<file path="src/rtl/mlop_accum.sv">
// rtl/mlop_accum.sv - frame accumulator summing FRAME_LEN samples per frame
//
// Purpose:
//   Takes unsigned samples on a valid/ready handshake, holds each one for a
//   cycle in a stage register, and adds it into an ACC_W accumulator. When a
//   frame of FRAME_LEN samples is complete the total goes to sum and sum_vld
//   pulses for one cycle.
//
// Optional feature:
//   MLOP_ACC_SAT_EN - when defined, an overflowing add saturates acc (and sum)
//   to all-ones and sets the sticky ovf flag. When undefined, acc wraps
//   modulo 2^ACC_W and ovf stays 0.
//
// Ports:
//   clk      in   1      clock, rising edge
//   rst_b    in   1      asynchronous reset, active low
//   start    in   1      begin a frame (only sampled in IDLE)
//   clr      in   1      synchronous abort/clear, wins over start
//   x        in   IN_W   sample data
//   x_vld    in   1      sample valid
//   x_rdy    out  1      ready, high only in RUN
//   acc      out  ACC_W  running accumulator
//   cnt      out  CNT_W  samples accepted this frame
//   sum      out  ACC_W  last completed frame total
//   sum_vld  out  1      one-cycle pulse when sum updates
//   busy     out  1      high in RUN and DRAIN
//   ovf      out  1      sticky overflow flag
module mlop_accum #(
  parameter int IN_W      = 10,
  parameter int ACC_W     = 16,
  parameter int FRAME_LEN = 100,
  localparam int CNT_W    = $clog2(FRAME_LEN + 1)
) (
  input  logic             clk,
  input  logic             rst_b,
  input  logic             start,
  input  logic             clr,
  input  logic [IN_W-1:0]  x,
  input  logic             x_vld,
  output logic             x_rdy,
  output logic [ACC_W-1:0] acc,
  output logic [CNT_W-1:0] cnt,
  output logic [ACC_W-1:0] sum,
  output logic             sum_vld,
  output logic             busy,
  output logic             ovf
);

  typedef enum logic [1:0] {
    S_IDLE,
    S_RUN,
    S_DRAIN,
    S_DONE
  } state_t;

  localparam logic [CNT_W-1:0] LAST_CNT = CNT_W'(FRAME_LEN - 1);

  state_t           state_q, state_d;
  logic [IN_W-1:0]  s_q, s_d;
  logic             s_vld_q, s_vld_d;
  logic [CNT_W-1:0] cnt_q, cnt_d;
  logic [ACC_W-1:0] acc_q, acc_d;
  logic [ACC_W-1:0] sum_q, sum_d;
  logic             sum_vld_q, sum_vld_d;
  logic             ovf_q, ovf_d;

  logic             hs;
  logic [ACC_W-1:0] add_res;
  logic             add_ovf;

`ifdef MLOP_ACC_SAT_EN
  logic [ACC_W:0] add_full;

  // One extra bit catches the carry; a saturated acc stays all-ones because
  // any non-zero sample carries again and a zero sample leaves it unchanged.
  always_comb begin
    add_full = {1'b0, acc_q} + (ACC_W + 1)'(s_q);
    add_ovf  = add_full[ACC_W];
    add_res  = add_ovf ? '1 : add_full[ACC_W-1:0];
  end
`else
  always_comb begin
    add_ovf = 1'b0;
    add_res = acc_q + ACC_W'(s_q);
  end
`endif

  assign hs = (state_q == S_RUN) && x_vld;

  always_comb begin
    state_d   = state_q;
    s_d       = s_q;
    s_vld_d   = 1'b0;
    cnt_d     = cnt_q;
    acc_d     = acc_q;
    sum_d     = sum_q;
    sum_vld_d = 1'b0;
    ovf_d     = ovf_q;

    // The stage register drains into acc on every edge it holds a sample,
    // independent of state; the FSM only decides what gets loaded behind it.
    if (s_vld_q) begin
      acc_d = add_res;
      if (add_ovf) begin
        ovf_d = 1'b1;
      end
    end

    case (state_q)
      S_IDLE: begin
        if (start) begin
          state_d = S_RUN;
          acc_d   = '0;
          cnt_d   = '0;
          ovf_d   = 1'b0;
        end
      end
      S_RUN: begin
        if (hs) begin
          s_d     = x;
          s_vld_d = 1'b1;
          cnt_d   = cnt_q + CNT_W'(1);
          if (cnt_q == LAST_CNT) begin
            state_d = S_DRAIN;
          end
        end
      end
      S_DRAIN: begin
        // The last sample is still in the stage register here.
        sum_d     = add_res;
        sum_vld_d = 1'b1;
        state_d   = S_DONE;
      end
      S_DONE: begin
        state_d = S_IDLE;
      end
      default: begin
        state_d = S_IDLE;
      end
    endcase

    if (clr) begin
      state_d   = S_IDLE;
      acc_d     = '0;
      cnt_d     = '0;
      s_vld_d   = 1'b0;
      ovf_d     = 1'b0;
      sum_vld_d = 1'b0;
    end
  end

  always_ff @(posedge clk or negedge rst_b) begin
    if (!rst_b) begin
      state_q   <= S_IDLE;
      s_q       <= '0;
      s_vld_q   <= 1'b0;
      cnt_q     <= '0;
      acc_q     <= '0;
      sum_q     <= '0;
      sum_vld_q <= 1'b0;
      ovf_q     <= 1'b0;
    end else begin
      state_q   <= state_d;
      s_q       <= s_d;
      s_vld_q   <= s_vld_d;
      cnt_q     <= cnt_d;
      acc_q     <= acc_d;
      sum_q     <= sum_d;
      sum_vld_q <= sum_vld_d;
      ovf_q     <= ovf_d;
    end
  end

  assign x_rdy   = (state_q == S_RUN);
  assign busy    = (state_q == S_RUN) || (state_q == S_DRAIN);
  assign acc     = acc_q;
  assign cnt     = cnt_q;
  assign sum     = sum_q;
  assign sum_vld = sum_vld_q;
  assign ovf     = ovf_q;

endmodule

</file>
<file path="config.mk">
export PLATFORM = sky130hd
export DESIGN_NAME = mlop_accum
export DESIGN_NICKNAME = d
export VERILOG_FILES = /design/src/rtl/mlop_accum.sv
export SDC_FILE = /design/constraint.sdc
export NUM_CORES = 1
export LEC_CHECK = 0
export ABC_AREA = 1
export CAP_MARGIN = 15
export CORE_MARGIN = 8
export CORE_UTILIZATION = 35
export CTS_CLUSTER_DIAMETER = 50
export CTS_CLUSTER_SIZE = 20
export DETAILED_ROUTE_END_ITERATION = 16
export PLACE_DENSITY = 0.62
export SLEW_MARGIN = 20
export SYNTH_ARGS = -nofsm -noshare
export SYNTH_HDL_FRONTEND = slang
export SYNTH_SLANG_ARGS = --single-unit
export TNS_END_PERCENT = 100
</file>
<file path="constraint.sdc">
create_clock -name clk -period 2.4 [get_ports clk]
set_input_delay 0.36 -clock clk [delete_from_list [all_inputs] [get_ports clk]]
set_output_delay 0.36 -clock clk [all_outputs]
set_load 0.05 [all_outputs]
</file>
* Word level (Yosys, flattened, before mapping)
Cells that the tools add are included.
** Storage, ports and cells
- Register bits :: 54
- Input port bits :: 15
- Output and inout port bits :: 43
- Logic and storage cells :: 48
** Operators by class
- Add/sub/neg operators :: 2
- Equality and inequality tests :: 7
- Multiplexer cells :: 21
- Reduce and logical (&&, ||, !) cells :: 10
** Operator list (number)
- 16-bit 2-to-1 mux :: 4
- 7-bit 2-to-1 mux :: 3
- 16-bit by 10-bit adder with 16-bit output :: 1
- 7-bit one-hot mux with 2 select lines :: 1
- 1-bit 2-to-1 mux :: 8
- 2-bit 2-to-1 mux :: 4
- 2-bit one-hot mux with 4 select lines :: 1
- 7-bit by 1-bit adder with 7-bit output, second input constant :: 1
- 7-bit equality test, second input constant :: 1
- 3-bit by 2-bit != test with 1-bit output, second input constant :: 2
- 3-bit AND reduction :: 2
- 2-bit equality test, second input constant :: 2
- 2-bit AND reduction :: 2
- 2-bit nonzero test :: 2
- 3-bit != test, second input constant :: 1
- 3-bit nonzero test :: 1
- 2-bit by 1-bit equality test with 1-bit output, second input constant :: 1
- 2-bit logical NOT :: 1
- 1-bit logical AND :: 1
- 1-bit logical OR :: 1

* Logic depth before layout (Yosys ltp)
Gate-level depths: netlist of run 1.
- Depth after elaboration :: 5
- Gate-level depth with buffers :: 13
- Mapped depth without buffers :: 12

* Least setup slack after synthesis of run 1
OpenSTA, ideal clock, no wires.
- Kind :: reg-to-reg
- Start :: register acc_q[0], in the netlist acc[0]
- End :: register sum_q[8], in the netlist sum[8]
- Setup time :: 128 ps
- Data arrival time :: 1880 ps
- Required time :: 2272 ps
- Path slack :: 392 ps
- Stages on the path, launching flop included :: 8
- Buffers on the path :: 0
- Clock period less this slack :: 2008 ps
- Cell sequence :: dfrtp_1 -> ha_1 -> fa_1 -> nand3_1 -> nand3_1 -> a21oi_1 -> xor2_1 -> o21ai_0
** On the way
- Word-level cells in the longest chain between the ends :: 1
** Ends and longest elaborated chain
- start, declared :: line 62 : logic [ACC_W-1:0] acc_q, acc_d;
- start signal, assigned :: line 158 : acc_q <= '0;
- start signal, assigned :: line 167 : acc_q <= acc_d;
- 16-bit by 10-bit adder with 16-bit output :: line 84 : add_res = acc_q + ACC_W'(s_q);
- end signal, assigned :: line 168 : sum_q <= sum_d;
- end, declared :: line 63 : logic [ACC_W-1:0] sum_q, sum_d;
No other way between the ends.
A chain may end at the register's enable or synchronous reset.

* Worst setup path after layout of run 1
- Start :: register state_q[0]
- End :: output busy
** On the way
- Word-level cells in the longest chain between the ends :: 2
- Elaborated cells on any way between the ends :: 3
- Those cells by class :: eq/ne: 2; reduce/logical: 1
** Ends and longest elaborated chain
- start, declared :: line 58 : state_t state_q, state_d;
- start signal, assigned :: line 163 : state_q <= state_d;
- 2-bit by 1-bit equality test with 1-bit output / 2-bit equality test (equally long branches) :: line 175 : assign busy = (state_q == S_RUN) || (state_q == S_DRAIN);
- 1-bit logical OR (*) :: line 175
- end, declared :: line 45 : output logic busy,
Every way passes the cells marked *; elsewhere a longest branch is shown, timed or not.

==> results.tsv, run 1 <==
stage	metric	value	unit
drt	route.antenna.remaining_nets	0	
logic_synthesis	leading_area_contributor_after_synthesis	dfrtp_1	
setup_path	worst-path-max-fanout	3	
die	chipWidth	109	um
timing	rsz0062_at_grt	false	
logic_synthesis	ys_seq_area_frac	0.434	
drt	avgRoutedWirePerCell	13.5	um
cts	cts-root-buf	clkbuf_8	
setup_path	worst-endpoint-arrival	1.90	ns
setup_path	worstPathCellList	inv_1 > ha_1 > clkdlybuf4s50_1	
die	io_pins	58	
finish	n_antenna_cell	0	
grt	number_of_global_route_vias_before_repair	2807	
power_and_ir_drop	powerDensity	1030	nW/um^2
logic_synthesis	synth_seq_cells	53	
timing	worst_hold_slack	0.0265	ns
drt	drt-initial-drc-count	62	
logic_synthesis	postSynthNetCount	427	
timing	final_min_period_over_clock_period	0.942	
timing	final-max-slew-violation-count	0	
cts	clkSlewWorstSetupHoldPaths	0.10	ns
logic_synthesis	synthTopCellsByArea	dfrtp_1, nand2_1, inv_1	
drt	drt_wl_total	7570	um
cts	count_of_buffers_added_by_post_cts_timing_repair_for_setup	0	
timing	tightest_slew	0.558	ns
cts	tritoncts	done	
power_and_ir_drop	total_leakage_power	1.99	nW
cts	cts.sink_count	53	
finish	final_nets	485	
logic_synthesis	synth.top_cell.area_share	0.434	
timing	setup_viol	0	
die	die_area	12000	um^2
logic_synthesis	synth_enable_flop_cells	0	
cts	h-tree-depth	2	
finish	post-route-cell-area	3850	um^2
finish	layout.cells.non_filler	562	
die	die_height	109	um
die	initial_core_util	0.355	
logic_synthesis	netlist_area	3050	um^2
timing	maxSlewHeadroom	0.628	
finish	fraction_of_final_layout_cells_with_drive_strength_greater_than_1	0.0749	
timing	fin_worst_skew	0.00922	ns
cts	clock_insertion_delay_worst_skew	0.31	ns
grt	grt_start_max_net_pins	31	
cts	clock_path_buffers	2	
outcome	outcome	completed	
placement	port_buffers	56	
timing	post-route-worst-setup-slack	0.139	ns
setup_path	critical-path-max-stage-delay	0.81	ns
drt	drt-vias-per-instance	4.69	
grt	grt_util_all_layers	0.134	
placement	routabilityCongestion	0.876	
cts	postCtsHoldBufs	0	
finish	layout.area.seq	1330	um^2
cts	cts_resized	0	
placement	detailed_place_hpwl	5810	um
setup_path	reg2reg_setup_slack	0.45	ns
logic_synthesis	async_set_or_reset_flop_fraction_in_the_synthesized_netlist	1.00	
drt	drt_pass1_iterations	6	
timing	final.min_clock_period	2.26	ns
timing	finalHoldViolations	0	
die	placementRows	34	
drt	drc	0	
cts	cts_inserted_buffers	5	
die	fp.coreArea	8590	um^2
setup_path	timing.critical_path.slowest_stage_cell	clkdlybuf4s50_1	
finish	multi_input_area	1450	um^2
finish	finalCoreUtilization	0.448	
logic_synthesis	yosys.cell_count.top_type	nand2_1	
finish	final.fill_count	884	
placement	dpl_worst_slack	0.479	ns
logic_synthesis	ys_warn_count	0	
drt	dr_total_vias	2637	
placement	placed_area	3740	um^2
timing	maxClockFrequency	442	MHz
logic_synthesis	synth_top_flop_cell	dfrtp_1	
placement	numPlacedInstances	555	
logic_synthesis	syn-mean-instance-area	7.71	um^2
setup_path	crit_path_start_kind	flop	
setup_path	endpoint_kind	output pin	
grt	grt.overflow.total	0	
grt	grt_pass1_wl	13000	um
timing	timing.setup.tns	0	ns
finish	syn_to_final_growth	26.1	%
setup_path	critPathKind	reg2out	
setup_path	critical_path_required	2.04	ns
logic_synthesis	netlist-cell-type-count	34	
run	cap_viol_max_count	0	
power_and_ir_drop	total_power_consumption_of_the_routed_design	3.98	mW
grt	antenna_violations_before_repair	0	
power_and_ir_drop	irDropWorstVdd	0.525	mV
logic_synthesis	ys_top_cells_by_count	nand2_1, inv_1, dfrtp_1, nand3_1, nor2_1	
min_path	worstHoldPathType	in2async	
logic_synthesis	postSynthCellCount	396	
flip-flops by register name, summed over array words and instances (netlist names):
signal / count
acc: 16
sum: 16
s_q: 10
cnt: 7
state_q: 2
s_vld_q: 1
sum_vld: 1
area by class of cell:
| type | instances | share of cell area |
|---|---|---|
| multi-input combinational | 273 | 0.377 |
| sequential | 53 | 0.344 |
| timing repair buffer | 61 | 0.157 |
| inverter | 60 | 0.0585 |
| tap | 108 | 0.0351 |
| clock buffer | 5 | 0.0179 |
| clock inverter | 2 | 0.0101 |
worst max-delay path: cells and delay by family (launching register included):
family	cells	cell delay, ns
buffers and inverters	2	0.90
DFF	1	0.39
adders and majority gates	1	0.30
logic make-up (layout without fill, tap and decap cells):
| group | after synthesis | in the layout | share of synthesized area |
|---|---|---|---|
| and+or+nand+nor | 196 | 196 | 0.270 |
| adders and majority gates | 16 | 16 | 0.0680 |
| buffers and inverters | 70 | 128 | 0.0909 |
| AOI/OAI and AO/OA | 40 | 40 | 0.0701 |
| muxes | 10 | 10 | 0.0369 |
| other | 1 | 1 | 0.00123 |
| xor gates and xnor gates | 10 | 10 | 0.0287 |
| DFF | 53 | 53 | 0.434 |
cell usage in the layout (no fill, tap or decap), types with 5 or more instances in the layout:
cell type and n:
a21oi_1 14, clkbuf_8 5, clkdlybuf4s50_1 55, dfrtp_1 53
ha_1 15, inv_1 56, mux2_2 10, nand2_1 125
nand3_1 30, nor2_1 27, o21ai_0 16, xnor2_1 5
xor2_1 5
layer usage:
layer	global-route usage	part of all wire
met1	0.166	0.46
met2	0.224	0.47
met3	0.0422	0.063
met4	0.0260	0.0086
met5	0	0
power breakdown:
group          total, mW  leakage (nW)  switching, mW  internal, mW
logic               2.06          1.23           1.35         0.703
clock network      0.619        0.0546          0.309         0.310
registers           1.31         0.700          0.170          1.13
total               3.98          1.99           1.83          2.15
worst paths after layout:
check / from / endpoint / cells past startpoint
setup reg to reg: acc[0] / sum[8] / 7
max in group asynchronous: rst_b / sum[14] / 2
setup / recovery: state_q[0] / busy / 3
hold / removal: rst_b / s_q[1] / 1
hold reg to reg: sum[15] / sum[15] / 2
min in group clk: sum[15] / sum[15] / 2
No activity file was read; power rests on OpenSTA's default activity.
==> inputs of run 2 (changes only) <==
--- a/config.mk
+++ b/config.mk
@@ -8,13 +8,12 @@
 export ABC_AREA = 1
 export CAP_MARGIN = 15
 export CORE_MARGIN = 8
-export CORE_UTILIZATION = 35
+export CORE_UTILIZATION = 52
 export CTS_CLUSTER_DIAMETER = 50
 export CTS_CLUSTER_SIZE = 20
 export DETAILED_ROUTE_END_ITERATION = 16
-export PLACE_DENSITY = 0.62
+export PLACE_DENSITY = 0.85
 export SLEW_MARGIN = 20
 export SYNTH_ARGS = -nofsm -noshare
 export SYNTH_HDL_FRONTEND = slang
 export SYNTH_SLANG_ARGS = --single-unit
-export TNS_END_PERCENT = 100
==> results.tsv, run 2 (synthesis results as in run 1) <==
stage	metric	value	unit	change
setup_path	crit-reg2reg-capture	sum[8]		unchanged
die	die_height	92.6	um	was 109 um
finish	syn_to_final_growth	24.9	%	was 26.1%
drt	drt-initial-drc-count	132		was 62
finish	n_antenna_cell	0		unchanged
cts	h-tree-depth	2		unchanged
setup_path	critical_path_required	2.04	ns	about the same
timing	final.min_clock_period	2.25	ns	was 2.26 ns
setup_path	crit_path_start_kind	flop		unchanged
grt	number_of_global_route_vias_before_repair	2773		was 2807
die	initial_core_util	0.525		was 0.355
timing	rsz0062_at_grt	false		unchanged
cts	cts-root-buf	clkbuf_8		unchanged
grt	grt_most_used_layer	met2		unchanged
min_path	worstHoldPathType	in2async		unchanged
drt	drt_wl_total	7400	um	was 7570 um
drt	drc	0		unchanged
timing	finalHoldViolations	0		unchanged
grt	grt_start_max_net_pins	29		was 31
cts	cts.sink_count	53		unchanged
cts	cts_inserted_buffers	5		unchanged
power_and_ir_drop	total_leakage_power	1.99	nW	about the same
grt	met1_usage	0.212		was 0.166
timing	timing.setup.tns	0	ns	unchanged
cts	postCtsHoldBufs	0		unchanged
finish	leading_cell_type_in_the_layout_fill_and_taps_excluded	nand2_1		unchanged
placement	routabilityCongestion	0.885		was 0.876
power_and_ir_drop	powerDensity	1050	nW/um^2	was 1030 nW/um^2
cts	cts_resized	0		unchanged
drt	drt_pass1_iterations	4		was 6
placement	port_buffers	56		unchanged
power_and_ir_drop	seq_power_share	0.332		was 0.328
setup_path	crit_path_start	state_q[1]		was state_q[0]
finish	mostFrequentLayoutCells	nand2_1, inv_1, clkdlybuf4s50_1		unchanged
outcome	outcome	completed		unchanged
power_and_ir_drop	total_power_consumption_of_the_routed_design	4.00	mW	was 3.98 mW
placement	numPlacedInstances	522		was 555
setup_path	critPathCapture	busy		unchanged
die	io_pins	58		unchanged
run	cap_viol_max_count	0		unchanged
power_and_ir_drop	p_switching	1.85	mW	was 1.83 mW
power_and_ir_drop	irDropWorstVdd	0.626	mV	was 0.525 mV
power_and_ir_drop	share_comb_of_total_power	0.512		was 0.516
power_and_ir_drop	power_report.internal_total	2.15	mW	about the same
finish	finalCoreUtilization	0.656		was 0.448
die	die_area	8580	um^2	was 12000 um^2
setup_path	worst-path-max-fanout	3		unchanged
die	chipWidth	92.6	um	was 109 um
timing	final_min_period_over_clock_period	0.935		was 0.942
setup_path	reg2regPathDepth	7		unchanged
cts	clock_path_buffers	2		unchanged
setup_path	critPathKind	reg2out		unchanged
placement	detailed_place_hpwl	5800	um	was 5810 um
finish	final_nets	485		unchanged
finish	layout.cells.non_filler	530		was 562
finish	final.fill_count	522		was 884
timing	setup_viol	0		unchanged
cts	clock_insertion_delay_worst_skew	0.31	ns	about the same
grt	grt.overflow.total	0		unchanged
timing	tightest_slew	0.749	ns	was 0.558 ns
power_and_ir_drop	net_switching_fraction_of_the_power	0.462		was 0.460
power_and_ir_drop	clkPwrFrac	0.157		was 0.155
drt	route.antenna.remaining_nets	0		unchanged
grt	grt_pass1_wl	12600	um	was 13000 um
die	fp.coreArea	5820	um^2	was 8590 um^2
drt	avgRoutedWirePerCell	14.0	um	was 13.5 um
drt	dr_total_vias	2667		was 2637
setup_path	endpoint_kind	output pin		unchanged
timing	maxClockFrequency	445	MHz	was 442 MHz
cts	count_of_buffers_added_by_post_cts_timing_repair_for_setup	0		unchanged
timing	fin_worst_skew	0.00742	ns	was 0.00922 ns
grt	antenna_violations_before_repair	0		unchanged
timing	final-max-slew-violation-count	0		unchanged
cts	tritoncts	done		unchanged
setup_path	reg2reg_setup_slack	0.40	ns	was 0.45 ns
setup_path	crit-reg2reg-launch	acc[0]		unchanged
timing	maxSlewHeadroom	0.500		was 0.628
grt	grt_util_all_layers	0.181		was 0.134
drt	drt-vias-per-instance	5.03		was 4.69
grt	grt.met3_usage	0.0437		was 0.0422
grt	grt_util_met2	0.313		was 0.224
cts	clkSlewWorstSetupHoldPaths	0.10	ns	about the same
die	placementRows	28		was 34
setup_path	worst-endpoint-arrival	1.89	ns	was 1.90 ns
finish	fraction_of_final_layout_cells_with_drive_strength_greater_than_1	0.0769		was 0.0749
==> run 2: cell count changes in the layout (fill, tap and decap cells not counted), sizes merged <==
cell / change
clkinv: +1
==> run 2: worst max-delay path: stages, from the launching register on <==
cell and delay [ns]:
dfrtp_1 0.39, inv_1 0.09, ha_1 0.30, clkdlybuf4s50_1 0.80
==> run 2: worst min path at each step <==
stage / endpoint / slack [ns] / cells after the start
after floorplan: acc[0] / 0.06 / 0
after global placement: s_q[1] / 0.39 / 1
after detailed placement: s_q[5] / 0.41 / 1
after CTS: s_q[2] / 0.06 / 1
after global routing: s_q[3] / 0.09 / 1
final: s_q[5] / 0.05 / 1
==> run 2: power by group through the flow <==
stage	Combinational (mW)	Clock, mW	Sequential, mW
global placement	2.01	0	1.32
global route	2.23	0.670	1.35
finish	2.05	0.626	1.32
floorplan	0.986	0	1.78
detailed placement	2.05	0	1.34
CTS	2.06	0.638	1.32
==> run 2: metrics by stage <==
step                instance area [um^2]  hold slack (ns)  setup slack [ns]
floorplan                           3050           0.0644             0.392
global placement                    3700            0.391             0.533
detailed placement                  3700            0.409             0.441
CTS                                 3810           0.0609             0.150
global route                        3810           0.0854            0.0597
finish                              3810           0.0530             0.155
==> run 2: metal layers <==
metal / part of all wire / wire (um)
met1: 0.43 / 3190
met2: 0.49 / 3610
met3: 0.065 / 484
met4: 0.016 / 116
met5: 0 / 0
==> run 2: layout make-up <==
class / instances / area, um^2 / area share
Timing Repair Buffer: 61 / 606 / 0.159
Multi-Input combinational cell: 273 / 1450 / 0.380
Tap cell: 75 / 93.8 / 0.0246
Clock inverter: 3 / 43.8 / 0.0115
Inverter: 60 / 225 / 0.0591
Clock buffer: 5 / 68.8 / 0.0180
Sequential cell: 53 / 1330 / 0.348
